[config.mk]
export PLATFORM = sky130hd
export DESIGN_NAME = sensor_scan_controller
export DESIGN_NICKNAME = d
export VERILOG_FILES = /design/src/rtl/scan_pkg.sv /design/src/rtl/contador_m.sv /design/src/rtl/sensor_scan_controller.sv
export SDC_FILE = /design/constraint.sdc
export NUM_CORES = 1
export LEC_CHECK = 0
export BUFFER_PORTS_ARGS = -buffer_cell sky130_fd_sc_hd__clkbuf_2
export CORE_MARGIN = 3
export CORE_UTILIZATION = 26
export CTS_BUF_LIST = sky130_fd_sc_hd__clkbuf_4 sky130_fd_sc_hd__clkbuf_8
export CTS_CLUSTER_DIAMETER = 60
export DETAILED_ROUTE_END_ITERATION = 8
export PLACE_DENSITY = 0.53
export SETUP_SLACK_MARGIN = 0.4
export SLEW_MARGIN = 20
export SYNTH_ARGS = -nofsm -noshare
export SYNTH_HDL_FRONTEND = slang
export SYNTH_SLANG_ARGS = --single-unit
[constraint.sdc]
create_clock -name clock -period 2 [get_ports clock]
set_clock_uncertainty 0.2 [all_clocks]
set_input_delay 0.3 -clock clock [delete_from_list [all_inputs] [get_ports clock]]
set_output_delay 0.3 -clock clock [all_outputs]
set_load 0.05 [all_outputs]
[src/rtl/scan_pkg.sv]
// Shared definitions for the sensor scan controller.
//   - scan_state_t : FSM state encoding. The encoding also serves as the
//                    db_estado debug code for legal states.
//   - DB_ILEGAL    : debug code shown for an illegal state encoding.
//   - INTERVALO_PAD / TIMEOUT_PAD : default timing in clock cycles (50 MHz).
//   - cnt_w()      : counter width that can hold max(a,b).
package scan_pkg;

  typedef enum logic [2:0] {
    IDLE     = 3'd0,
    DISPARA  = 3'd1,
    AGUARDA  = 3'd2,
    REGISTRA = 3'd3,
    FALHA    = 3'd4,
    PROXIMO  = 3'd5,
    ESPERA   = 3'd6
  } scan_state_t;

  localparam logic [3:0] DB_ILEGAL = 4'hE;

  localparam int INTERVALO_PAD = 2_500_000;  // 50 ms
  localparam int TIMEOUT_PAD   = 1_500_000;  // 30 ms

  function automatic int cnt_w(input int a, input int b);
    return $clog2(((a > b) ? a : b) + 1);
  endfunction

endpackage

[src/rtl/contador_m.sv]
// Modulo-M style counter used for the timeout and interval timers.
// Ports:
//   clock, reset : system clock, asynchronous active-high reset
//   clr          : synchronous clear (has priority over en)
//   en           : count enable
//   fim          : high while the count equals M-1
// The count saturates at M-1 instead of wrapping, so a stalled FSM can
// never see fim disappear and miss its exit condition.
module contador_m #(
  parameter int M = 10,
  parameter int W = $clog2(M + 1)
) (
  input  logic clock,
  input  logic reset,
  input  logic clr,
  input  logic en,
  output logic fim
);

  localparam logic [W-1:0] MAX = W'(M - 1);

  logic [W-1:0] q;

  always_ff @(posedge clock or posedge reset) begin
    if (reset)                q <= '0;
    else if (clr)             q <= '0;
    else if (en && q != MAX)  q <= q + W'(1);
  end

  assign fim = (q == MAX);

endmodule

[src/rtl/sensor_scan_controller.sv]
// Round-robin scheduler for a shared HC-SR04 interface serving up to four
// ultrasonic sensors through an external trigger/echo mux.
// Ports:
//   clock, reset  : system clock, asynchronous active-high reset
//   ligar         : scanning enable (level)
//   pronto/medida : interface done pulse and its 3-digit BCD result
//   medir         : 1-cycle start pulse to the interface
//   reset_if      : 1-cycle synchronous clear of the interface on timeout
//   sel           : sensor routed through the mux
//   dado          : last valid distance
//   dado_sensor   : sensor index of the last dado/erro event
//   dado_valido   : 1-cycle pulse, dado updated
//   erro          : 1-cycle pulse, timeout on sensor dado_sensor
//   db_estado     : state code for 7-segment debug
module sensor_scan_controller
  import scan_pkg::*;
#(
  parameter int N_SENSORES = 4,
  parameter int INTERVALO  = INTERVALO_PAD,
  parameter int TIMEOUT    = TIMEOUT_PAD
) (
  input  logic        clock,
  input  logic        reset,
  input  logic        ligar,
  input  logic        pronto,
  input  logic [11:0] medida,
  output logic        medir,
  output logic        reset_if,
  output logic [1:0]  sel,
  output logic [11:0] dado,
  output logic [1:0]  dado_sensor,
  output logic        dado_valido,
  output logic        erro,
  output logic [3:0]  db_estado
);

  localparam int         CW      = cnt_w(INTERVALO, TIMEOUT);
  localparam logic [1:0] SEL_MAX = 2'(N_SENSORES - 1);

  scan_state_t state, next_state;

  logic t_clr, t_en, t_fim;
  logic i_clr, i_en, i_fim;

  contador_m #(.M(TIMEOUT), .W(CW)) u_timeout (
    .clock (clock),
    .reset (reset),
    .clr   (t_clr),
    .en    (t_en),
    .fim   (t_fim)
  );

  contador_m #(.M(INTERVALO), .W(CW)) u_intervalo (
    .clock (clock),
    .reset (reset),
    .clr   (i_clr),
    .en    (i_en),
    .fim   (i_fim)
  );

  always_ff @(posedge clock or posedge reset) begin
    if (reset) state <= IDLE;
    else       state <= next_state;
  end

  always_comb begin
    next_state  = state;
    medir       = 1'b0;
    reset_if    = 1'b0;
    erro        = 1'b0;
    dado_valido = 1'b0;
    t_clr       = 1'b0;
    t_en        = 1'b0;
    i_clr       = 1'b0;
    i_en        = 1'b0;
    db_estado   = {1'b0, state};
    case (state)
      IDLE:     if (ligar) next_state = DISPARA;
      DISPARA: begin
        medir      = 1'b1;
        t_clr      = 1'b1;
        next_state = AGUARDA;
      end
      // ligar is deliberately not looked at: a measurement in flight always
      // finishes or times out so the interface is never left mid-cycle.
      AGUARDA: begin
        t_en = 1'b1;
        if (pronto)     next_state = REGISTRA;
        else if (t_fim) next_state = FALHA;
      end
      REGISTRA: begin
        dado_valido = 1'b1;
        next_state  = PROXIMO;
      end
      FALHA: begin
        reset_if   = 1'b1;
        erro       = 1'b1;
        next_state = PROXIMO;
      end
      PROXIMO: begin
        if (ligar) begin
          i_clr      = 1'b1;
          next_state = ESPERA;
        end else begin
          next_state = IDLE;
        end
      end
      ESPERA: begin
        i_en = 1'b1;
        if (!ligar)     next_state = IDLE;
        else if (i_fim) next_state = DISPARA;
      end
      default: begin
        db_estado  = DB_ILEGAL;
        next_state = IDLE;
      end
    endcase
  end

  // dado doubles as the capture register: it is loaded on the pronto cycle
  // so the new value is already present while dado_valido is high, and
  // dado_sensor is tagged on the same edge for both outcomes.
  always_ff @(posedge clock or posedge reset) begin
    if (reset) begin
      sel         <= '0;
      dado        <= '0;
      dado_sensor <= '0;
    end else begin
      if (state == IDLE && ligar) sel <= '0;
      if (state == PROXIMO)       sel <= (sel == SEL_MAX) ? 2'd0 : sel + 2'd1;
      if (state == AGUARDA) begin
        if (pronto) begin
          dado        <= medida;
          dado_sensor <= sel;
        end else if (t_fim) begin
          dado_sensor <= sel;
        end
      end
    end
  end

endmodule
# --- Yosys cells after proc, flatten, opt, wreduce, memory -nomap -nowiden ---
# Cells that the tools add are included.
word_totals:
  word_cells: 60
  reg_bits: 63
op_classes:
  eq_ne: 14
  n_reduce_logical: 13
  addsub: 3
  n_mux: 24
ops:
  columns: ["op", "n"]
  rows:
  - ["22-bit 2-to-1 mux", 4]
  - ["22-bit by 1-bit adder with 22-bit output, second input constant", 2]
  - ["22-bit by 21-bit equality test with 1-bit output, second input constant", 1]
  - ["22-bit equality test, second input constant", 1]
  - ["22-bit by 21-bit != test with 1-bit output, second input constant", 1]
  - ["22-bit != test, second input constant", 1]
  - ["3-bit 2-to-1 mux", 6]
  - ["3-bit case mux with 6 select lines", 1]
  - ["2-bit 2-to-1 mux", 5]
  - ["3-bit equality test, second input constant", 3]
  - ["2-bit nonzero test", 4]
  - ["1-bit 2-to-1 mux", 7]
  - ["7-bit OR reduction", 1]
  - ["3-bit by 2-bit equality test with 1-bit output, second input constant", 2]
  - ["3-bit != test, second input constant", 2]
  - ["4-bit 2-to-1 mux", 1]
  - ["2-bit AND reduction", 2]
  - ["3-bit by 1-bit equality test with 1-bit output, second input constant", 1]
  - ["1-bit logical AND", 3]
  - ["3-bit logical NOT", 1]
  - ["3-bit AND reduction", 1]
  - ["2-bit by 1-bit adder with 2-bit output, second input constant", 1]
  - ["2-bit equality test, second input constant", 1]
  - ["2-bit != test, second input constant", 1]
  - ["2-bit OR reduction", 1]

# --- Depth between registers and ports, before layout ---
# Gate-level depths: netlist of run 1.
logic_depth:
  word_depth: 5
  mapped_depth: 8

# --- Hierarchy ---
# From an unflattened synthesis of run 1, not the netlist that was laid out.
unflattened:
  cells_unflattened: 351
  area_unflattened_um2: 3503.4
modules_own_cells:
  columns: ["mod", "instances", "area_each_um2", "cells_per_inst"]
  rows:
  - ["contador_m (u_timeout)", 1, 1312.5, 141]
  - ["contador_m (u_intervalo)", 1, 1239.9, 128]
  - ["sensor_scan_controller", 1, 950.9, 82]

# --- Least setup slack after synthesis of run 1 ---
# OpenSTA, ideal clock, no wires.
synth_path:
  path_kind: "register -> output"
  from: "register state[0]"
  to: "output port db_estado[0]"
  path_slack_ns: -0.310
  t_arrival_ns: 1.810
  n_path_buf: 1
  stages_incl_launch_ff: 3
  cell_sequence: "dfrtp_1 clkbuf_1 a21boi_0"
synth_between:
  elab_chain_len: 3
  elab_cells_between_ends: 9
  classes_between: "eq/ne: 6; mux: 1; reduce/logical: 2"
synth_lines:
  columns: ["item", "line", "source"]
  rows:
  - ["start: declaration", "sensor_scan_controller.sv:40", "scan_state_t state, next_state;"]
  - ["start signal: assignment", "sensor_scan_controller.sv:63", "else state <= next_state;"]
  - ["3-bit equality test, or another cell as far along", "sensor_scan_controller.sv:77", "case (state)"]
  - ["7-bit OR reduction (no source line)", null, null]
  - ["4-bit 2-to-1 mux (*)", "sensor_scan_controller.sv:77", null]
  - ["end: declaration", "sensor_scan_controller.sv:34", "output logic [3:0] db_estado"]
# Mark *: on every way between the ends. The rest lies on a longest branch, timed or not.

# --- Worst setup path after layout of run 1 ---
layout_path:
  from: "register u_timeout.q[12]"
  to: "register u_timeout.q[19]"
layout_between:
  elab_chain_len: 3
  elab_cells_between_ends: 6
  classes_between: "add/sub: 1; eq/ne: 1; mux: 2; reduce/logical: 2"
layout_lines:
  columns: ["item", "line", "source"]
  rows:
  - ["start: declaration", "contador_m.sv:22", "logic [W-1:0] q;"]
  - ["start signal: assignment", "contador_m.sv:27", "else if (en && q != MAX) q <= q + W'(1);"]
  - ["22-bit by 1-bit adder with 22-bit output or 22-bit by 21-bit != test with 1-bit output (tied branches)", "contador_m.sv:27", null]
  - ["22-bit 2-to-1 mux or 1-bit logical AND (tied branches)", "contador_m.sv:27", null]
  - ["22-bit 2-to-1 mux or 2-bit nonzero test (tied branches)", null, null]
# Parallel ways exist; a longest one is shown, timed or not. The select of a mux whose other input is x is not followed.
# A chain may end at the register's enable or synchronous reset.

==> summary.txt, run 1 <==
Clock tree
  – Clock sink count: 63
  – Htree depth: 3
  – Clock slew at reported path FFs: ~0.070 ns
  – CTS max path bufs: 2
  – Number of CTS-inserted buffers: 9
  – Root Buffer: clkbuf_8
  – CTS tree: yes
  – Worst skew pair latency: between 0.3 and 0.4 ns

Logic synthesis
  – Synth Net Count: approximately 360
  – Post-synth EDFFs: 0
  – Asr flop ratio synth: 100%
  – Synth Flop Type: dfrtp_1
  – Netlist Area Pre-Place: 3330 um2
  – Unique masters post-synth: 55
  – Post-Syn Area per Cell: between 9 and 10 um2
  – Synth Register Bits: 63
  – Ys Warns: 0
  – Synth Instances: 339
  – Sequential share of the synthesized area: 47.4%

STA
  – Slew at the pin closest to its max-slew limit: 0.450 ns
  – Max_slew headroom: 70.0%
  – Tmin final: 2.13 ns
  – Final setup fails: 25
  – Fin Setup TNS: -1.73 ns
  – Final hold vios: 0
  – Worst hold slack: 0.166 ns
  – Final Cycle Share: 107%
  – RSZ-0062 raised after global routing: yes
  – Final Max Tran Viols: 0
  – Setup WS post-layout: -0.133 ns
  – Highest Clock Rate: about 0.47 GHz

Worst setup path
  – Slowest library cell on the worst path: or4_1
  – Startpoint Class: register
  – WP data required: approximately 2.1 ns
  – Worst reg2reg path endpoint: u_timeout.q[19]
  – Top Family by Delay on Critical Path: simple AND/OR/NAND/NOR gates
  – Worst r2r src: u_timeout.q[12]
  – CP max stage delay: roughly 0.48 ns
  – Critical-path cell list: nand4_1, nor4_2, buf_4, o2111ai_4, or4_1, a21oi_1
  – Setup crit end kind: register
  – R2R Setup Slk: -0.13 ns
  – Crit path arrival time: 2.20 ns
  – Critical path type: reg2reg
  – CP Buf/Inv Count: 1
  – Register-to-Register Path Depth: 6
  – Critical Path Fanout Max: 5

Placed design
  – Final Wtd Congestion: between 0.8 and 0.9
  – Setup WS pre-CTS: -0.111 ns
  – Port bufs: 39
  – Placed Cells: 604
  – Half-perimeter wire length after placement: 6440 um

Power and ir drop
  – Peak VDD IR: ~860 uV
  – LEAKAGE: 2.57 nW
  – PD cells: about 1300 nW/um2
  – Overall power: 7.50 mW

Floorplan
  – Die H: 119 um
  – Initial Util: 27.2%
  – Die ar.: 14200 um2
  – # IOs: 40
  – Die Wd: 119 um
  – FP Rows: 40
  – Core area: 12300 um2

Drt
  – DR iter-0 viols: 164
  – Drt pass-1 iters: 4
  – Antenna Violating Nets Remaining: 0
  – Vias/cell: 4.92
  – Total wire length: 10600 um
  – Total number of vias: between 3000 and 4000
  – DRC viols: 0
  – WL/cell: 15.5 um

Global route
  – Number of antenna violations at the first check in global routing: 0
  – Total global routing overflow: 0
  – GRT Resource Usage Total: between 10% and 20%
  – Vias in the first global route: 3310
  – First-pass GRT wire length: between 15000 and 20000 um
  – Largest net degree at the start of global routing: 21

Finish
  – Share of cells above drive strength 1: a little over half
  – Synth-to-layout area growth: 74.7%
  – Final std cells w/o fill: 688
  – Final nets: approximately 540
  – # diodes: 0

Hold path
  – Hold Crit Start: pronto
  – Hold Crit Depth: 3
  – Hold Path Sink: state[0]
  – Hold Crit Class: in2reg

Status
  – Outcome: finished with violations
  – Violated checks: setup timing

Run
  – Max Cap Violations: 0
-- final cells by class --
class                           count  area (um2)
Clock buffer                       14         168
Clock inverter                      1        5.00
Fill cell                        1080        6440
Inverter                            8        42.5
Multi-Input combinational cell    254        2130
Sequential cell                    63        1580
Tap cell                          168         210
Timing Repair Buffer              180        1680
-- per-layer routing --
layer	share of wire, %	routed length (um)	global-route usage [%]
met4	1.5	159	6.01
met3	3.9	411	2.42
met1	46	4940	19.7
met2	48	5130	23.6
met5	0	0	0
-- flip-flops by register name, summed over array words and instances, names as in the netlist --
name,flops
sel,2
state,3
dado_sensor,2
u_timeout.q,22
dado,12
u_intervalo.q,22
-- cells in the final DEF, fill, tap and decap left out, types with 7 or more instances in the layout --
cell / count
buf_4: 80
dfrtp_1: 57
buf_6: 38
clkbuf_2: 31
nand2_1: 26
nor2_1: 21
a21oi_1: 17
mux2_4: 14
dlygate4sd3_1: 13
nand3_1: 12
o31ai_1: 11
clkbuf_8: 10
or4_1: 9
o211ai_1: 9
a21oi_2: 8
xor2_1: 8
or4_4: 7
-- kinds of logic after synthesis --
group                      share of synthesized area [%]
adders and majority gates                           1.13
DFF                                                 47.4
buffers and inverters                               3.34
muxes                                               6.54
and+or+nand+nor                                     25.3
AOI/OAI and AO/OA                                   13.8
xor gates and xnor gates                            2.63
-- worst max path at each step --
stage | cells past startpoint | startpoint | to | slack [ns]
after floorplan | 7 | u_intervalo.q[0] | state[2] | -0.09
after global placement | 6 | u_timeout.q[19] | dado_sensor[0] | -0.05
after detailed placement | 6 | u_timeout.q[16] | dado_sensor[0] | -0.11
after CTS | 6 | u_timeout.q[12] | u_timeout.q[19] | -0.1
after global routing | 6 | u_timeout.q[12] | u_timeout.q[19] | -0.21
final | 6 | u_timeout.q[12] | u_timeout.q[19] | -0.13
-- timing repair --
| item | 4_1_cts | 5_1_grt |
|---|---|---|
| resized for setup | 85 | 61 |
| gates cloned | 2 | 1 |
| endpoints found under the setup margin | 69 | 70 |
| buffers inserted | 27 | 26 |
| hold buffers | 13 | 0 |
| endpoints found under the hold margin | 29 | 0 |
| pin swaps | 35 | 40 |
-- tightest hold or removal path: stages --
cell	delay, ns
clkbuf_2	0.15
nor2_1	0.11
o22ai_1	0.10
-- where the power goes --
part / total, mW / leakage, nW / switching, mW / internal, mW
Combinational: 4.39 / 1.67 / 2.26 / 2.13
Sequential: 2.07 / 0.810 / 0.364 / 1.70
Clock: 1.04 / 0.0942 / 0.504 / 0.532
-- cells in the mapped netlist, types with 7 or more instances --
library cell	instances	share of area [%]
o31ai_1	12	2.7
nand2_1	31	3.5
o211ai_1	9	2.0
or4_1	16	3.6
mux2_1	11	3.7
nor2_1	29	3.3
a21oi_1	25	3.8
dfrtp_1	63	47
inv_1	8	0.90
or3_1	10	1.9
and3_1	10	1.9
nand3_1	17	2.6
xor2_1	8	2.1
clkbuf_1	8	0.90
o21ai_0	7	1.1
-- through the flow --
step	instance area [um2]	util (%)
finish	5820	47.4
global route	5820	47.4
CTS	5360	43.7
detailed placement	4430	36.1
global placement	4430	36.1
floorplan	3540	-
(Power assumes the default switching activity.)
==> run 2, diff against run 1 <==
Settings changed: PLACE_DENSITY 0.53 to 0.41.
==> summary.txt, run 2 (synthesis results as in run 1) <==
Status
  – Outcome: finished with violations
  – Violated checks: setup timing

Global route
  – Number of antenna violations at the first check in global routing: 0
  – Total global routing overflow: 0
  – GRT Resource Usage Total: 15.5%
  – Vias in the first global route: approximately 3300
  – First-pass GRT wire length: 17200 um
  – Largest net degree at the start of global routing: 50

Floorplan
  – FP Rows: 40
  – Die ar.: 14200 um2
  – # IOs: 40
  – Die H: about 120 um
  – Die Wd: ~120 um
  – Initial Util: 27.2%
  – Core area: 12300 um2

Power and ir drop
  – Pint: 4.55 mW
  – Net Switching: 3.06 mW
  – PD cells: 1320 nW/um2
  – Peak VDD IR: slightly below 900 uV
  – Sequential power share: 27.2%
  – LEAKAGE: 2.54 nW
  – Net Sw Frac: 40.2%
  – Logic pwr share: about 54%
  – Clk network pwr share: roughly a fifth

Worst setup path
  – R2R Setup Slk: -0.07 ns
  – Crit path arrival time: 2.16 ns
  – Slowest library cell on the worst path: or4_4
  – Critical path startpoint: u_timeout.q[10]
  – CP max stage delay: 0.55 ns
  – CP Buf/Inv Count: 2
  – Cell mode on critical path: buf_4
  – Register-to-Register Path Depth: 6
  – Worst path depth: 6
  – Critical-path cell list: buf_4, buf_4, nand3_1, or4_4, or4_1, a21oi_1
  – Setup crit end: u_timeout.q[13]
  – Top Family by Delay on Critical Path: simple AND/OR/NAND/NOR gates
  – Critical Path Fanout Max: 4
  – WP data required: 2.09 ns
  – Startpoint Class: register
  – Setup crit end kind: register
  – Worst reg2reg path endpoint: u_timeout.q[13]
  – Critical path type: reg2reg
  – Worst r2r src: u_timeout.q[10]

Clock tree
  – CTS max path bufs: 2
  – CTS tree: yes
  – Root Buffer: clkbuf_8
  – Number of CTS-inserted buffers: 9
  – Htree depth: 3
  – Clock sink count: 63
  – Clock slew at reported path FFs: 0.07 ns
  – Worst skew pair latency: 0.36 ns

Placed design
  – Final Wtd Congestion: ~0.79
  – Half-perimeter wire length after placement: 6600 um
  – Port bufs: 39
  – Setup WS pre-CTS: -0.0927 ns

Finish
  – Share of cells above drive strength 1: 54.7%
  – Final nets: 523
  – Most frequent cells in the layout: buf_4, dfrtp_1, buf_6, clkbuf_2, nand2_1
  – Synth-to-layout area growth: 73.7%
  – Multi-input gate area: 2170 um2
  – Registers with the most flip-flops: u_intervalo.q x22, u_timeout.q x22, dado x12
  – # diodes: 0
  – Filler cells: roughly 1100
  – FF/Latch Area: 1580 um2
  – Most common cell after layout, fill and taps aside: buf_4
  – Final Util: ~47%

Drt
  – Total number of vias: between 3000 and 4000
  – WL/cell: 15.9 um
  – Vias/cell: between 4 and 5
  – Antenna Violating Nets Remaining: 0
  – DRC viols: 0
  – Drt pass-1 iters: 4
  – DR iter-0 viols: 119
  – Total wire length: 10800 um

STA
  – Final hold vios: 0
  – Final setup fails: 10
  – Final Cycle Share: 103%
  – Slew at the pin closest to its max-slew limit: 0.406 ns
  – Tmin final: 2.07 ns
  – RSZ-0062 raised after global routing: yes
  – Final Max Tran Viols: 0
  – Max_slew headroom: 72.9%
  – Highest Clock Rate: 0.484 GHz
  – Setup WS post-layout: -0.0682 ns

Run
  – Max Cap Violations: 0

Hold path
  – Hold Crit Class: in2reg
run 2: metal layers:
metal,part of all wire [%],GRT usage [%],up-vias,wire length [um]
met4,1.6,5.36,0,174
met2,48,25.0,66,5160
li1,-,-,1587,-
met5,0,0,-,0
met1,46,20.2,1620,4980
met3,4.1,4.04,12,439
run 2: worst min-delay path by stage:
| stage | depth (start not counted) | slack (ns) | to | start |
|---|---|---|---|---|
| 5_1_grt | 3 | 0.16 | state[0] | pronto |
| 3_3_place_gp | 2 | 0.10 | dado[1] | reset |
| 6_report | 3 | 0.15 | state[0] | pronto |
| 4_1_cts | 3 | 0.10 | state[0] | pronto |
| 2_1_floorplan | 1 | 0.22 | dado[0] | reset |
| 3_5_place_dp | 2 | 0.11 | dado[7] | reset |
run 2: tightest hold or removal path, cell delays in order:
cell,delay (ns)
clkbuf_2,0.16
nor2_1,0.11
o22ai_1,0.08
run 2: area by class of cell:
cell class                 count  share of cell area (%)
clock inverter                 3                    1.56
multi-input combinational    254                    37.5
inverter                       8                   0.714
clock buffer                  12                    2.75
timing repair buffer         168                    26.5
sequential                    63                    27.4
tap                          168                    3.63
run 2: stage by stage:
stage | std cells | setup TNS (ns) | area (um2) | hold WS (ns) | power [mW]
2_1_floorplan | 339 | -0.259 | 3540 | 0.225 | 4.11
6_report | 676 | -0.257 | 5780 | 0.147 | 7.62
3_5_place_dp | 608 | -0.462 | 4430 | 0.108 | 5.13
5_1_grt | 676 | -1.79 | 5780 | 0.163 | 8.08
3_3_place_gp | 608 | -0.326 | 4430 | 0.104 | 5.12
4_1_cts | 660 | -0.254 | 5410 | 0.105 | 7.30
run 2: power by group through the flow:
stage | registers (mW) | clock network (mW) | logic [mW]
after detailed placement | 2.04 | 0 | 3.09
after floorplan | 2.62 | 0 | 1.49
after CTS | 2.06 | 1.48 | 3.76
final | 2.07 | 1.42 | 4.12
after global routing | 2.12 | 1.55 | 4.41
after global placement | 2.03 | 0 | 3.09
run 2: timing repair:
action	4_1_cts	5_1_grt
pin swaps	53	45
gates resized for setup	94	62
setup buffers	22	16
setup endpoints to repair	70	71
endpoints found under the hold margin	26	0
hold buffers	13	0
cloned	2	0
==> run 3, diff against run 2 <==
Settings changed: ABC_AREA set to 1.
==> summary.txt, run 3 <==
Status
  – Outcome: completed

Logic synthesis
  – Simple-gate share of the synthesized area: between 40 and 50%
  – Ranking of synthesized cells by area: dfrtp_1, nand2_1, nor2_1
  – Netlist Area Pre-Place: 3870 um2
  – Post-synthesis mux area share: 0%
  – Synth Instances: about 580
  – Unique masters post-synth: 28
  – Asr flop ratio synth: 100%
  – Ys Warns: 0
  – Post-synthesis adder-cell area fraction: less than 1%
  – Sequential share of the synthesized area: 40.8%
  – Synth Net Count: 596
  – Largest family of logic cells by synthesized area: simple AND/OR/NAND/NOR gates
  – Post-synth EDFFs: 0
  – Synth Area in XOR/XNOR: 4.30%
  – Synth Flop Type: dfrtp_1
  – Synth area leader: dfrtp_1
  – Count leader, synth: nand2_1
  – Synth Register Bits: 63
  – Post-Syn Area per Cell: 6.70 um2
  – Post-synth top area share: 40.8%
  – Compound-Gate Fraction of Synth Area: 1.84%
  – Post-synth top cells: nand2_1, nor2_1, dfrtp_1, inv_1, nand3_1

Finish
  – Most frequent cells in the layout: nand2_1, nor2_1, dfrtp_1, buf_4
  – Registers with the most flip-flops: u_intervalo.q x22, u_timeout.q x22, dado x12
  – Synth-to-layout area growth: 48.4%
  – Share of cells above drive strength 1: 32.2%
  – Most common cell after layout, fill and taps aside: nand2_1
  – Final instance area: 5740 um2
  – Filler cells: 1467
  – # diodes: 0
  – Final nets: 716

Worst setup path
  – Worst r2r src: u_intervalo.q[0]
  – Slowest library cell on the worst path: dfrtp_2
  – Critical path type: reg2out
  – Critical Path Fanout Max: 4
  – Startpoint Class: register
  – Critical path startpoint: state[1]
  – Crit path arrival time: 1.34 ns
  – WP data required: 1.50 ns
  – CP max stage delay: 0.46 ns
  – Critical-path cell list: nor3_4, buf_8
  – Setup crit end kind: output pin

Floorplan
  – Initial Util: 27.2%
  – Die H: 128 um
  – Die Wd: 128 um
  – Core area: approximately 14000 um2
  – FP Rows: 43
  – # IOs: 40
  – Die ar.: 16400 um2

Power and ir drop
  – PD cells: 1150 nW/um2
  – Peak VDD IR: 744 uV
  – LEAKAGE: between 2 and 3 nW

Clock tree
  – CTS max path bufs: 2
  – Worst skew pair latency: 0.36 ns
  – Clock sink count: 63
  – CTS tree: yes
  – Clock slew at reported path FFs: around 0.07 ns
  – Htree depth: 3
  – Root Buffer: clkbuf_8
  – Number of CTS-inserted buffers: 9

Global route
  – Vias in the first global route: 4068
  – Total global routing overflow: 0
  – Number of antenna violations at the first check in global routing: 0
  – First-pass GRT wire length: 20600 um
  – GRT Resource Usage Total: around 16%
  – Largest net degree at the start of global routing: 64

STA
  – Fin Setup TNS: 0 ns
  – Final hold vios: 0
  – Setup WS post-layout: 0.163 ns
  – Final Cycle Share: between 90 and 100%
  – Final setup fails: 0
  – Slew at the pin closest to its max-slew limit: around 0.38 ns
  – Highest Clock Rate: 0.544 GHz
  – Worst hold slack: 0.0930 ns
  – Max_slew headroom: 74.6%
  – RSZ-0062 raised after global routing: yes
  – Tmin final: 1.84 ns
  – Final Max Tran Viols: 0

Drt
  – DRC viols: 0
  – Drt pass-1 iters: 5
  – WL/cell: 14.0 um
  – Vias/cell: roughly 4.7
  – Total number of vias: between 4000 and 5000
  – Total wire length: around 12000 um
  – Antenna Violating Nets Remaining: 0
  – DR iter-0 viols: 134

Placed design
  – Setup WS pre-CTS: 0.0973 ns
  – Placed cell areas: 4500 um2
  – Half-perimeter wire length after placement: 7890 um
  – Final Wtd Congestion: 0.832
  – Port bufs: 39

Run
  – Max Cap Violations: 0

Hold path
  – Hold Crit Start: pronto
  – Hold Crit Class: in2reg
## run 3: cell count changes in the layout (fill, tap and decap cells not counted), sizes merged, moves of 20 or more
cell,previous run,this run
nand2,32,257
a21oi,25,3
buf,120,68
nand3,18,38
nand4,8,29
inv,7,44
nor2,31,91
## run 3: report_power, final
| group | total (mW) | switching (mW) | internal, mW |
|---|---|---|---|
| clock network | 1.17 | 0.563 | 0.603 |
| registers | 1.83 | 0.281 | 1.55 |
| logic | 3.61 | 2.21 | 1.40 |
## run 3: layer usage
| metal | track usage (%) | share of wire [%] | vias to the layer above |
|---|---|---|---|
| li1 | - | - | 2075 |
| met1 | 22.3 | 49 | 1930 |
| met2 | 24.3 | 45 | 84 |
| met3 | 3.04 | 4.4 | 13 |
| met4 | 5.62 | 1.5 | 0 |
| met5 | 0 | 0 | - |
## run 3: through the flow
step | cells | total power [mW] | util [%]
6_report | 882 | 6.61 | 40.4
5_1_grt | 882 | 7.01 | 40.4
4_1_cts | 871 | 6.29 | 38.1
3_5_place_dp | 813 | 4.22 | 31.7
3_3_place_gp | 813 | 4.21 | 31.7
2_1_floorplan | 577 | 3.57 | -
## run 3: timing repair
| action | CTS | global route |
|---|---|---|
| hold buffers | 13 | 0 |
| endpoints found under the hold margin | 75 | 0 |
| pin swaps | 16 | 24 |
| resized for setup | 85 | 77 |
| gates cloned | 7 | 2 |
| endpoints found under the setup margin | 69 | 71 |
| buffers inserted | 22 | 9 |
## run 3: worst max-delay path: cells and delay by family (launching register included)
| kind | cells | cell delay (ns) |
|---|---|---|
| flip-flops | 1 | 0.46 |
| AND/OR/NAND/NOR | 1 | 0.33 |
| buffers and inverters | 1 | 0.19 |
## run 3: area by class of cell
| cell class | instances | area, um2 | area share [%] |
|---|---|---|---|
| repair buffers | 117 | 1060 | 18.4 |
| flip-flops and latches | 63 | 1580 | 27.6 |
| repair inverters | 5 | 67.6 | 1.18 |
| clock inverters | 6 | 60.1 | 1.05 |
| well taps | 180 | 225 | 3.92 |
| inverters | 46 | 218 | 3.79 |
| clock buffers | 10 | 138 | 2.40 |
| multi-input cells | 455 | 2390 | 41.6 |
## run 3: logic make-up after synthesis
| kind of cell | Yosys count |
|---|---|
| adder cells (fa/ha/maj) | 3 |
| buffers and inverters | 60 |
| AO/OA/AOI/OAI | 12 |
| flip-flops | 63 |
| AND/OR/NAND/NOR | 420 |
| XOR/XNOR | 19 |
## run 3: worst paths after layout
kind                                     end  slack [ns]  cells past startpoint
max                                    medir        0.16                      2
min                                 state[1]        0.09                      4
max reg2reg                 u_intervalo.q[6]        0.24                     11
min reg2reg                          dado[6]        0.27                      2
max in group asynchronous     u_timeout.q[5]        0.88                      4
min in group asynchronous  u_intervalo.q[17]        0.35                      4
